==> config.mk <==
export PLATFORM = sky130hd
export DESIGN_NAME = async_fifo_wr_ctrl_flat
export DESIGN_NICKNAME = d
export VERILOG_FILES = /design/src/rtl/async_fifo_pkg.sv /design/src/rtl/async_fifo_wr_ctrl_if.sv /design/src/rtl/gray2bin_conv.sv /design/src/rtl/async_fifo_wr_ctrl.sv /design/src/flat_wrapper.sv
export SDC_FILE = /design/constraint.sdc
export NUM_CORES = 1
export LEC_CHECK = 0
export ABC_AREA = 1
export ABC_CLOCK_PERIOD_IN_PS = 1500
export BUFFER_PORTS_ARGS = -buffer_cell sky130_fd_sc_hd__buf_4
export CAP_MARGIN = 40
export CORE_AREA = 2 2 39 41
export CTS_CLUSTER_DIAMETER = 150
export CTS_CLUSTER_SIZE = 20
export DETAILED_ROUTE_END_ITERATION = 10
export DIE_AREA = 0 0 41 43
export GPL_TIMING_DRIVEN = 0
export PLACE_DENSITY = 0.66
export SYNTH_ARGS = -nofsm -noshare
export SYNTH_HDL_FRONTEND = slang
export SYNTH_HIERARCHICAL = 1
export SYNTH_SLANG_ARGS = --single-unit
==> constraint.sdc <==
create_clock -name CLK -period 1.5 [get_ports CLK]
set_input_delay 0.3 -clock CLK [delete_from_list [all_inputs] [get_ports CLK]]
set_output_delay 0.3 -clock CLK [all_outputs]
set_load 0.1 [all_outputs]
==> src/rtl/async_fifo_pkg.sv <==
// Shared dual-clock FIFO package: pointer-width rule and Gray/binary helpers.
// Used by the write-side controller, the read-side controller and benches.
// Helpers work on zero-extended values up to CODE_W bits. This makes them
// width-agnostic: zero upper bits do not disturb the Gray <-> binary prefix.
package async_fifo_pkg;

   localparam int unsigned CODE_W = 32;

   // Pointer carries one wrap bit above the memory address.
   function automatic int unsigned ptr_w(input int unsigned addr_width);
      return addr_width + 1;
   endfunction

   function automatic logic [CODE_W-1:0] bin2gray(input logic [CODE_W-1:0] bin);
      return bin ^ (bin >> 1);
   endfunction

   // XOR-prefix from the MSB down.
   function automatic logic [CODE_W-1:0] gray2bin(input logic [CODE_W-1:0] gray);
      logic [CODE_W-1:0] bin;
      bin[CODE_W-1] = gray[CODE_W-1];
      for (int i = CODE_W - 2; i >= 0; i--) begin
         bin[i] = bin[i+1] ^ gray[i];
      end
      return bin;
   endfunction

endpackage

==> src/rtl/async_fifo_wr_ctrl_if.sv <==
// Write-domain bus of the dual-clock FIFO controller.
// Optional macro ASYNC_FIFO_WR_LEVEL_EN adds WR_LEVEL and ALMOST_FULL.
// Signals:
//   W_INC        producer write request
//   SYNC_RD_PTR  Gray read pointer, already synchronized into the write clock
//   WR_EN        memory write enable
//   WR_ADDR      memory write address
//   WR_PTR       registered Gray write pointer for the pointer synchronizer
//   FULL         registered full flag
//   WR_LEVEL     fill level (macro only)
//   ALMOST_FULL  level at/above threshold (macro only)
// The master modport is the producer side. The slave modport is the controller.
interface async_fifo_wr_ctrl_if
   import async_fifo_pkg::*;
#(
   parameter int unsigned ADDR_WIDTH = 3
);
   localparam int unsigned PTR_W = ptr_w(ADDR_WIDTH);

   logic                  W_INC;
   logic [PTR_W-1:0]      SYNC_RD_PTR;
   logic                  WR_EN;
   logic [ADDR_WIDTH-1:0] WR_ADDR;
   logic [PTR_W-1:0]      WR_PTR;
   logic                  FULL;
`ifdef ASYNC_FIFO_WR_LEVEL_EN
   logic [PTR_W-1:0]      WR_LEVEL;
   logic                  ALMOST_FULL;

   modport master (
      output W_INC, SYNC_RD_PTR,
      input  WR_EN, WR_ADDR, WR_PTR, FULL, WR_LEVEL, ALMOST_FULL
   );

   modport slave (
      input  W_INC, SYNC_RD_PTR,
      output WR_EN, WR_ADDR, WR_PTR, FULL, WR_LEVEL, ALMOST_FULL
   );
`else
   modport master (
      output W_INC, SYNC_RD_PTR,
      input  WR_EN, WR_ADDR, WR_PTR, FULL
   );

   modport slave (
      input  W_INC, SYNC_RD_PTR,
      output WR_EN, WR_ADDR, WR_PTR, FULL
   );
`endif

endinterface

==> src/rtl/gray2bin_conv.sv <==
// Combinational Gray-to-binary converter (XOR prefix from the MSB).
// Ports:
//   gray  in  W  Gray-coded value
//   bin   out W  binary equivalent
module gray2bin_conv #(
   parameter int unsigned W = 4
) (
   input  logic [W-1:0] gray,
   output logic [W-1:0] bin
);

   // Each binary bit is the parity of this Gray bit and all bits above it.
   for (genvar i = 0; i < W; i++) begin : g_bit
      assign bin[i] = ^gray[W-1:i];
   end

endmodule

==> src/rtl/async_fifo_wr_ctrl.sv <==
// Write-domain controller of the dual-clock FIFO.
// - Owns the binary and Gray write pointers.
// - Drives the memory write enable and address.
// - Publishes the registered Gray pointer and derives FULL from the
//   synchronized read pointer.
// Optional macro ASYNC_FIFO_WR_LEVEL_EN adds registered WR_LEVEL/ALMOST_FULL.
// Ports:
//   CLK  in   write-domain clock
//   RST  in   asynchronous active-low reset
//   bus  slave modport of async_fifo_wr_ctrl_if
//        (W_INC, SYNC_RD_PTR in; WR_EN, WR_ADDR, WR_PTR, FULL
//        [, WR_LEVEL, ALMOST_FULL] out)
module async_fifo_wr_ctrl
   import async_fifo_pkg::*;
#(
   parameter int unsigned ADDR_WIDTH   = 3,
   parameter int unsigned AFULL_THRESH = 6
) (
   input logic                 CLK,
   input logic                 RST,
   async_fifo_wr_ctrl_if.slave bus
);

   localparam int unsigned PTR_W = ptr_w(ADDR_WIDTH);

   // Elaboration-time parameter sanity.
   if (ADDR_WIDTH < 2) begin : g_bad_addr_width
      $error("async_fifo_wr_ctrl: ADDR_WIDTH must be >= 2");
   end
   if ((AFULL_THRESH < 1) || (AFULL_THRESH > (32'd1 << ADDR_WIDTH))) begin : g_bad_afull
      $error("async_fifo_wr_ctrl: AFULL_THRESH out of range 1..2**ADDR_WIDTH");
   end

   logic [PTR_W-1:0] bin_q;
   logic [PTR_W-1:0] gray_q;
   logic             full_q;

   logic             wr_en;
   logic [PTR_W-1:0] bin_next;
   logic [PTR_W-1:0] gray_next;
   logic [PTR_W-1:0] rd_full_pat;
   logic             full_next;

   // A write is accepted only out of reset and while not full.
   assign wr_en = bus.W_INC & ~full_q & RST;

   // Next pointer and full detection. Full is reached when the write pointer
   // sits one wrap ahead of the read pointer: the top two Gray bits are
   // inverted and the rest are equal.
   always_comb begin
      bin_next    = bin_q + PTR_W'(wr_en);
      gray_next   = PTR_W'(bin2gray(CODE_W'(bin_next)));
      rd_full_pat = {~bus.SYNC_RD_PTR[PTR_W-1 -: 2], bus.SYNC_RD_PTR[PTR_W-3:0]};
      full_next   = (gray_next == rd_full_pat);
   end

   // Pointer and flag registers.
   always_ff @(posedge CLK or negedge RST) begin
      if (!RST) begin
         bin_q  <= '0;
         gray_q <= '0;
         full_q <= 1'b0;
      end else begin
         bin_q  <= bin_next;
         gray_q <= gray_next;
         full_q <= full_next;
      end
   end

   assign bus.WR_EN   = wr_en;
   assign bus.WR_ADDR = bin_q[ADDR_WIDTH-1:0];
   assign bus.WR_PTR  = gray_q;
   assign bus.FULL    = full_q;

`ifdef ASYNC_FIFO_WR_LEVEL_EN
   logic [PTR_W-1:0] rd_bin;
   logic [PTR_W-1:0] level_next;
   logic             afull_next;
   logic [PTR_W-1:0] level_q;
   logic             afull_q;

   gray2bin_conv #(
      .W(PTR_W)
   ) u_rd_gray2bin (
      .gray(bus.SYNC_RD_PTR),
      .bin (rd_bin)
   );

   // Modular difference stays in 0..2**ADDR_WIDTH for legal pointers.
   always_comb begin
      level_next = bin_next - rd_bin;
      afull_next = (CODE_W'(level_next) >= AFULL_THRESH);
   end

   // Level registers share FULL's timing.
   always_ff @(posedge CLK or negedge RST) begin
      if (!RST) begin
         level_q <= '0;
         afull_q <= 1'b0;
      end else begin
         level_q <= level_next;
         afull_q <= afull_next;
      end
   end

   assign bus.WR_LEVEL    = level_q;
   assign bus.ALMOST_FULL = afull_q;
`endif

endmodule

==> src/flat_wrapper.sv <==
// flat-port wrapper written by rule: the top's interface ports become plain ports
module async_fifo_wr_ctrl_flat import async_fifo_pkg::*;
#(
   parameter int unsigned ADDR_WIDTH   = 3,
   parameter int unsigned AFULL_THRESH = 6
)
  (CLK, RST, bus_W_INC, bus_SYNC_RD_PTR, bus_WR_EN, bus_WR_ADDR, bus_WR_PTR, bus_FULL);
  async_fifo_wr_ctrl_if #(.ADDR_WIDTH(ADDR_WIDTH)) bus_i ();
  input logic CLK;
  input logic RST;
  input wire logic [$bits(bus_i.W_INC)-1:0] bus_W_INC;
  input wire logic [$bits(bus_i.SYNC_RD_PTR)-1:0] bus_SYNC_RD_PTR;
  output wire logic [$bits(bus_i.WR_EN)-1:0] bus_WR_EN;
  output wire logic [$bits(bus_i.WR_ADDR)-1:0] bus_WR_ADDR;
  output wire logic [$bits(bus_i.WR_PTR)-1:0] bus_WR_PTR;
  output wire logic [$bits(bus_i.FULL)-1:0] bus_FULL;
  assign bus_i.W_INC = bus_W_INC;
  assign bus_i.SYNC_RD_PTR = bus_SYNC_RD_PTR;
  assign bus_WR_EN = bus_i.WR_EN;
  assign bus_WR_ADDR = bus_i.WR_ADDR;
  assign bus_WR_PTR = bus_i.WR_PTR;
  assign bus_FULL = bus_i.FULL;
  async_fifo_wr_ctrl #(.ADDR_WIDTH(ADDR_WIDTH), .AFULL_THRESH(AFULL_THRESH)) u_core (.CLK(CLK), .RST(RST), .bus(bus_i));
endmodule
==> reports/results.txt, run 1 <==
Commonest non-fill, non-tap cell in the layout - buf_4
H-tree depth - 1
Overflow after GRT - 0
Pre-Repair DR Iteration Count - 4
Std-Cell Rows - 14
Hpwl dp - 748.8 um
Crit. Startpoint - u_core/bus.FULL
Commonest non-fill, non-tap cells in the layout - buf_4 (15), nand2_1 (13), nand3_1 (9), inv_1 (8), dfrtp_1 (7)
Initial antenna violation count - 0
CTS clock-pin slew for the worst setup and hold paths - 60 ps
Vias - 423
Register area share after synthesis - 0.4558
RR Endpoint - u_core/bus.FULL
Endpoint class of the critical path - flop
Clock Sinks - 8
Final setup fails - 1
Routed len/inst - 9.989 um
Fin. Hold Viols - 0
Arrival time worst endpoint - 1730 ps
WS Path Type - flop to flop
Final setup margin - -78.66 ps
Latest clock arrival within the worst-skew pair - 250 ps
Total clock buffers created by CTS - 3
Vias in the first global route - 384
Full die area - 1763 um^2
Clk buf depth - 2
Max cap viols - 0
Min Tclk post-route - 1579 ps
RSZ-0062 raised after global routing - yes
Syn Inst Count - 56
#FFs+latches synth - 8
Crit path launch type - flop
Setup slack, reg-to-reg - -80 ps
Fill count - 131
Ys Warns - 6
Total wire length - 919 um
Largest net degree at the start of global routing - 9
DIE HEIGHT - 43 um
Status - finished with violations
CP max FO - 5
Reg2reg path depth - 9
HP Class - input pin to flop
Share of cells above drive strength 1 - 0.4737
Hold slack - 333.2 ps
Crit path to - u_core/bus.FULL
Average cell area after synthesis - 7.842 um^2
# IOs - 16
Failing checks - setup timing
Max Slew Vio Count - 0
Period Utilization, post-route - 1.052
Worst-margin pin slew - 337.1 ps
Setup TNS - -78.66 ps
CP Data Required Time - 1650 ps
Net Count, Synth - 65
Post-route ant nets - 0
Avg Vias per Cell - 4.598
1st-iter DRT viols - 8
CTS root buf - clkbuf_4
Nets - 86
Worst r2r src - u_core/bus.FULL
DRC Markers - 0
Peak Freq - 633.4 MHz
N_diodes - 0
Netlist cell types - 9
CORE AREA - 1384 um^2
Skew final - 6.711 ps
Port-buffer cells - 15
Synth-to-Final Area Change - 60.11%
Routability Congestion - 0.7464
First-pass GRT wire length - 1511 um
DIE WIDTH - 41 um
Post-Syn Area - 439.2 um^2
Initial Util - 0.3174
Gr usage total - 0.1264
Rel. slew slack - 0.7746
CTS tree - done
metal layers:
layer  vias to the layer above  share of wire  global-route usage
met3                         0          0.034                   0
met2                         9           0.55              0.1719
met4                         0              0              0.1000
li1                        217              -                   -
met5                         -              0                   0
met1                       197           0.42              0.1824
stage by stage:
stage | setup WS (ps) | utilization | area, um^2 | instances
2_1_floorplan | -623.8 | - | 503.0 | 56
3_3_place_gp | -129.2 | 0.4593 | 635.6 | 87
3_5_place_dp | -145.7 | 0.4593 | 635.6 | 87
4_1_cts | -33.60 | 0.4855 | 671.9 | 92
5_1_grt | -161.7 | 0.5081 | 703.2 | 92
6_report | -78.66 | 0.5081 | 703.2 | 92
cells in the mapped netlist:
master | count | share of area
dfrtp_1 | 8 | 0.46
ha_1 | 2 | 0.057
inv_1 | 9 | 0.077
nand2_1 | 19 | 0.16
nand2_2 | 2 | 0.028
nand3_1 | 12 | 0.14
nand4_2 | 1 | 0.028
nor2_1 | 2 | 0.017
xor2_2 | 1 | 0.037
kinds of logic after synthesis:
family,synth area share
xor+xnor,0.03705
fa+ha+maj,0.05697
flops,0.4558
simple gates,0.3732
buf+inv,0.07692
worst min path at each step:
stage                                   from                    to  slack (ps)  cells past startpoint
after floorplan                          RST       u_core/bin_q[0]           4                      0
after global placement                   RST  u_core/bus.WR_PTR[0]         120                      1
after detailed placement                 RST  u_core/bus.WR_PTR[0]         120                      1
after CTS                 bus_SYNC_RD_PTR[2]       u_core/bus.FULL         330                      4
after global routing      bus_SYNC_RD_PTR[2]       u_core/bus.FULL         370                      4
final                     bus_SYNC_RD_PTR[2]       u_core/bus.FULL         330                      4
worst max-delay path: stages, from the launching register on:
cell     delay [ps]
dfrtp_4         480
nor2_4          140
ha_4            160
ha_4            230
inv_1           110
nand3_2          90
nand3_1          80
nand2_1          70
nand3_1          60
nor2_1           50
repair_timing:
action,4_1_cts,5_1_grt
endpoints found under the hold margin,8,0
buffers inserted,0,0
pin swaps,0,3
hold buffers,1,0
gates resized for setup,0,6
endpoints found under the setup margin,1,1
sequential cells by signal, summed over array words and instances (netlist names):
| signal | flops |
|---|---|
| u_core/bus.WR_PTR | 3 |
| u_core/bin_q | 4 |
| u_core/bus.FULL | 1 |
cell type report:
cell class / instances / area (um^2) / share of cell area
Multi-Input combinational cell: 39 / 294.0 / 0.4181
Sequential cell: 8 / 203.9 / 0.2900
Inverter: 9 / 36.28 / 0.05160
Timing Repair Buffer: 16 / 122.6 / 0.1744
Tap cell: 16 / 20.02 / 0.02847
Clock buffer: 4 / 26.28 / 0.03737
Power of run 1 is left out: the tool's default activity adds up to more than one toggle a clock period on the data nets, which glitch-free logic cannot reach.
==> run 2: changes to the inputs <==
SYNTH_HIERARCHICAL = default   (was 1)
==> run 2 against run 1 <==
Compared with the run above: the flow still finishes with violations (setup timing); utilization fell by 3.2 points; clock skew fell by 6.4 ps; sequential cell count did not move; final cell count rose by 3.3%; first-iteration DRC count rose to 2.8 times the previous value; critical path type unchanged; largest cell class unchanged.
==> reports/results.txt, run 2 <==
Status - finished with violations
Failing checks - setup timing
Top_reg_cell synth - dfrtp_1
Pre-Repair DR Iteration Count - 4 (unchanged)
Full die area - 1763 um^2 (unchanged)
Core Util, Final - 0.4765 (-0.03164)
Total wire length - 888 um (-3.4%)
Worst Hold Launch - bus_SYNC_RD_PTR[2]
Synth top cells by count - nand2_1 (25), dfrtp_1 (8), nand3_1 (7), inv_1 (6), nor2_1 (4)
Vias - 446 (+5.4%)
Total clock buffers created by CTS - 3 (unchanged)
Net Count, Synth - 67 (+3.1%)
Commonest non-fill, non-tap cell in the layout - nand2_1
Ys Warns - 0 (-6)
Avg Vias per Cell - 4.695 (+2.1%)
Post-Syn Area - 431.7 um^2 (-1.7%)
CORE AREA - 1384 um^2 (unchanged)
Worst r2r src - u_core.bus.FULL
Final setup margin - -70.16 ps (+8.503 ps)
RR Endpoint - u_core.bus.FULL
Pre-CTS setup slack - -223.3 ps (-77.52 ps)
Hold EP - u_core.bus.FULL
Post-synth top area cell - dfrtp_1
Routed len/inst - 9.347 um (-6.4%)
Hold Path Stages - 4 (unchanged)
Average cell area after synthesis - 7.442 um^2 (-5.1%)
Register area share after synthesis - 0.4638 (+0.007928)
Synth async-reset ratio - 1.000 (unchanged)
Arrival time worst endpoint - 1740 ps (about the same)
Cell with the most instances after synthesis - nand2_1
RSZ-0062 raised after global routing - yes
Vias in the first global route - 355 (-7.6%)
Top cell type's share of synthesized area - 0.4638 (+0.007928)
CTS clock-pin slew for the worst setup and hold paths - 50 ps (about the same)
Simple-gate share of the synthesized area - 0.4261 (+0.05287)
Post-route ant nets - 0 (unchanged)
Final setup fails - 1 (unchanged)
CP Data Required Time - 1670 ps (+20 ps)
Post-synthesis xor/xnor area fraction - 0 (-0.03704)
Post-synthesis mux area share - 0 (unchanged)
HP Class - input pin to flop
First-pass GRT wire length - 1386 um (-8.3%)
Hold slack - 345.4 ps (+12.23 ps)
Number of flops mapped to enable cells by yosys - 0 (unchanged)
Reg2reg path depth - 10 (+1)
Routability Congestion - 0.7800 (+4.5%)
Skew final - 0.2828 ps (-6.428 ps)
Initial antenna violation count - 0 (unchanged)
DRC Markers - 0 (unchanged)
Std-Cell Rows - 14 (unchanged)
Share of cells above drive strength 1 - 0.4051 (-0.06862)
Reg with most FFs - u_core.bin_q
Nets - 89 (+3.5%)
Top cells by area, synth - dfrtp_1 (46%), nand2_1 (22%), nand3_1 (8.1%)
Endpoint class of the critical path - flop
Clock Sinks - 8 (unchanged)
CTS tree - done
Synth-to-Final Area Change - 52.75%
Crit path launch type - flop
Max Slew Vio Count - 0 (unchanged)
H-tree depth - 1 (unchanged)
N_diodes - 0 (unchanged)
Latest clock arrival within the worst-skew pair - 260 ps (about the same)
Port-buffer cells - 15 (unchanged)
Syn Inst Count - 58 (+3.6%)
Peak Freq - 636.9 MHz (+0.54%)
DIE HEIGHT - 43 um (unchanged)
Area fraction in compound gates after synthesis - 0 (unchanged)
Commonest non-fill, non-tap cells in the layout - nand2_1 (19), buf_4 (16), nand2_2 (8), nand3_1 (7), dfrtp_1 (7)
Rel. slew slack - 0.7633 (-0.01126)
Initial Util - 0.3119 (-0.005425)
Overflow after GRT - 0 (unchanged)
WS Path Type - flop to flop
Adder-cell share of the synthesized area - 0.05797 (+0.0009910)
DIE WIDTH - 41 um (unchanged)
CP max FO - 5 (unchanged)
# IOs - 16 (unchanged)
Setup slack, reg-to-reg - -70 ps (about the same)
#FFs+latches synth - 8 (unchanged)
Largest net degree at the start of global routing - 9 (unchanged)
Number of flip-flops in the largest register - 4 (unchanged)
1st-iter DRT viols - 22 (+14)
Period Utilization, post-route - 1.047 (-0.005669)
CTS root buf - clkbuf_4
Gr usage total - 0.1228 (-0.003559)
Largest family of logic cells by synthesized area - simple AND/OR/NAND/NOR gates
Max cap viols - 0 (unchanged)
Fin. Hold Viols - 0 (unchanged)
Worst-margin pin slew - 353.9 ps (+16.83 ps)
Clk buf depth - 2 (unchanged)
Min Tclk post-route - 1570 ps (-8.503 ps)
Netlist cell types - 9 (unchanged)
-- run 2: kinds of logic (layout without fill, tap and decap cells) --
kind of cell / Yosys count / count (layout)
flip-flops: 8 / 8
adder cells (fa/ha/maj): 2 / 2
buffers and inverters: 6 / 27
AND/OR/NAND/NOR: 42 / 42
-- run 2: metal layers --
metal / routed length, um / part of all wire / vias up / track usage
met2: 439 / 0.49 / 20 / 0.1719
met1: 342 / 0.39 / 195 / 0.1500
li1: - / - / 226 / -
met5: 0 / 0 / - / 0
met3: 66 / 0.074 / 5 / 0.01571
met4: 40 / 0.045 / 0 / 0.1200
-- run 2: critical path: stages, from the launching register on --
cell and delay (ps):
dfrtp_4 480, nor2_4 110, ha_4 150, ha_4 210
nand2_2 70, nand3b_1 70, nand2_1 70, nand2_1 50
nor2_1 80, nand2_1 60, nor2_1 120
-- run 2: final cells by class --
| class | count | area (um^2) |
|---|---|---|
| clock buffer | 4 | 26.28 |
| fill | 134 | 724.4 |
| inverter | 6 | 22.52 |
| multi-input combinational | 44 | 256.5 |
| sequential | 8 | 203.9 |
| tap | 16 | 20.02 |
| timing repair buffer | 17 | 130.1 |
-- run 2: worst max path at each step --
stage                    startpoint               to  slack, ps
global placement                RST  u_core.bus.FULL       -200
finish              u_core.bus.FULL  u_core.bus.FULL        -70
detailed placement              RST  u_core.bus.FULL       -220
CTS                 u_core.bus.FULL  u_core.bus.FULL        -50
global route        u_core.bus.FULL  u_core.bus.FULL       -120
floorplan           u_core.bus.FULL  u_core.bus.FULL       -640
-- run 2: what timing repair did --
item	in CTS	in global routing
gates resized for setup	1	3
setup buffers	1	0
cloned	0	0
endpoints found under the hold margin	8	0
hold buffers	1	0
setup endpoints to repair	1	2
pin swaps	0	2
-- run 2: metrics by stage --
stage	area, um^2	setup TNS, ps	std cells
final	659.4	-70.16	95
after global routing	659.4	-125.1	95
after CTS	651.9	-46.32	95
after floorplan	473.0	-3053	58
after detailed placement	605.6	-225.4	89
after global placement	605.6	-201.3	89
Power of run 2 is left out for the same reason.
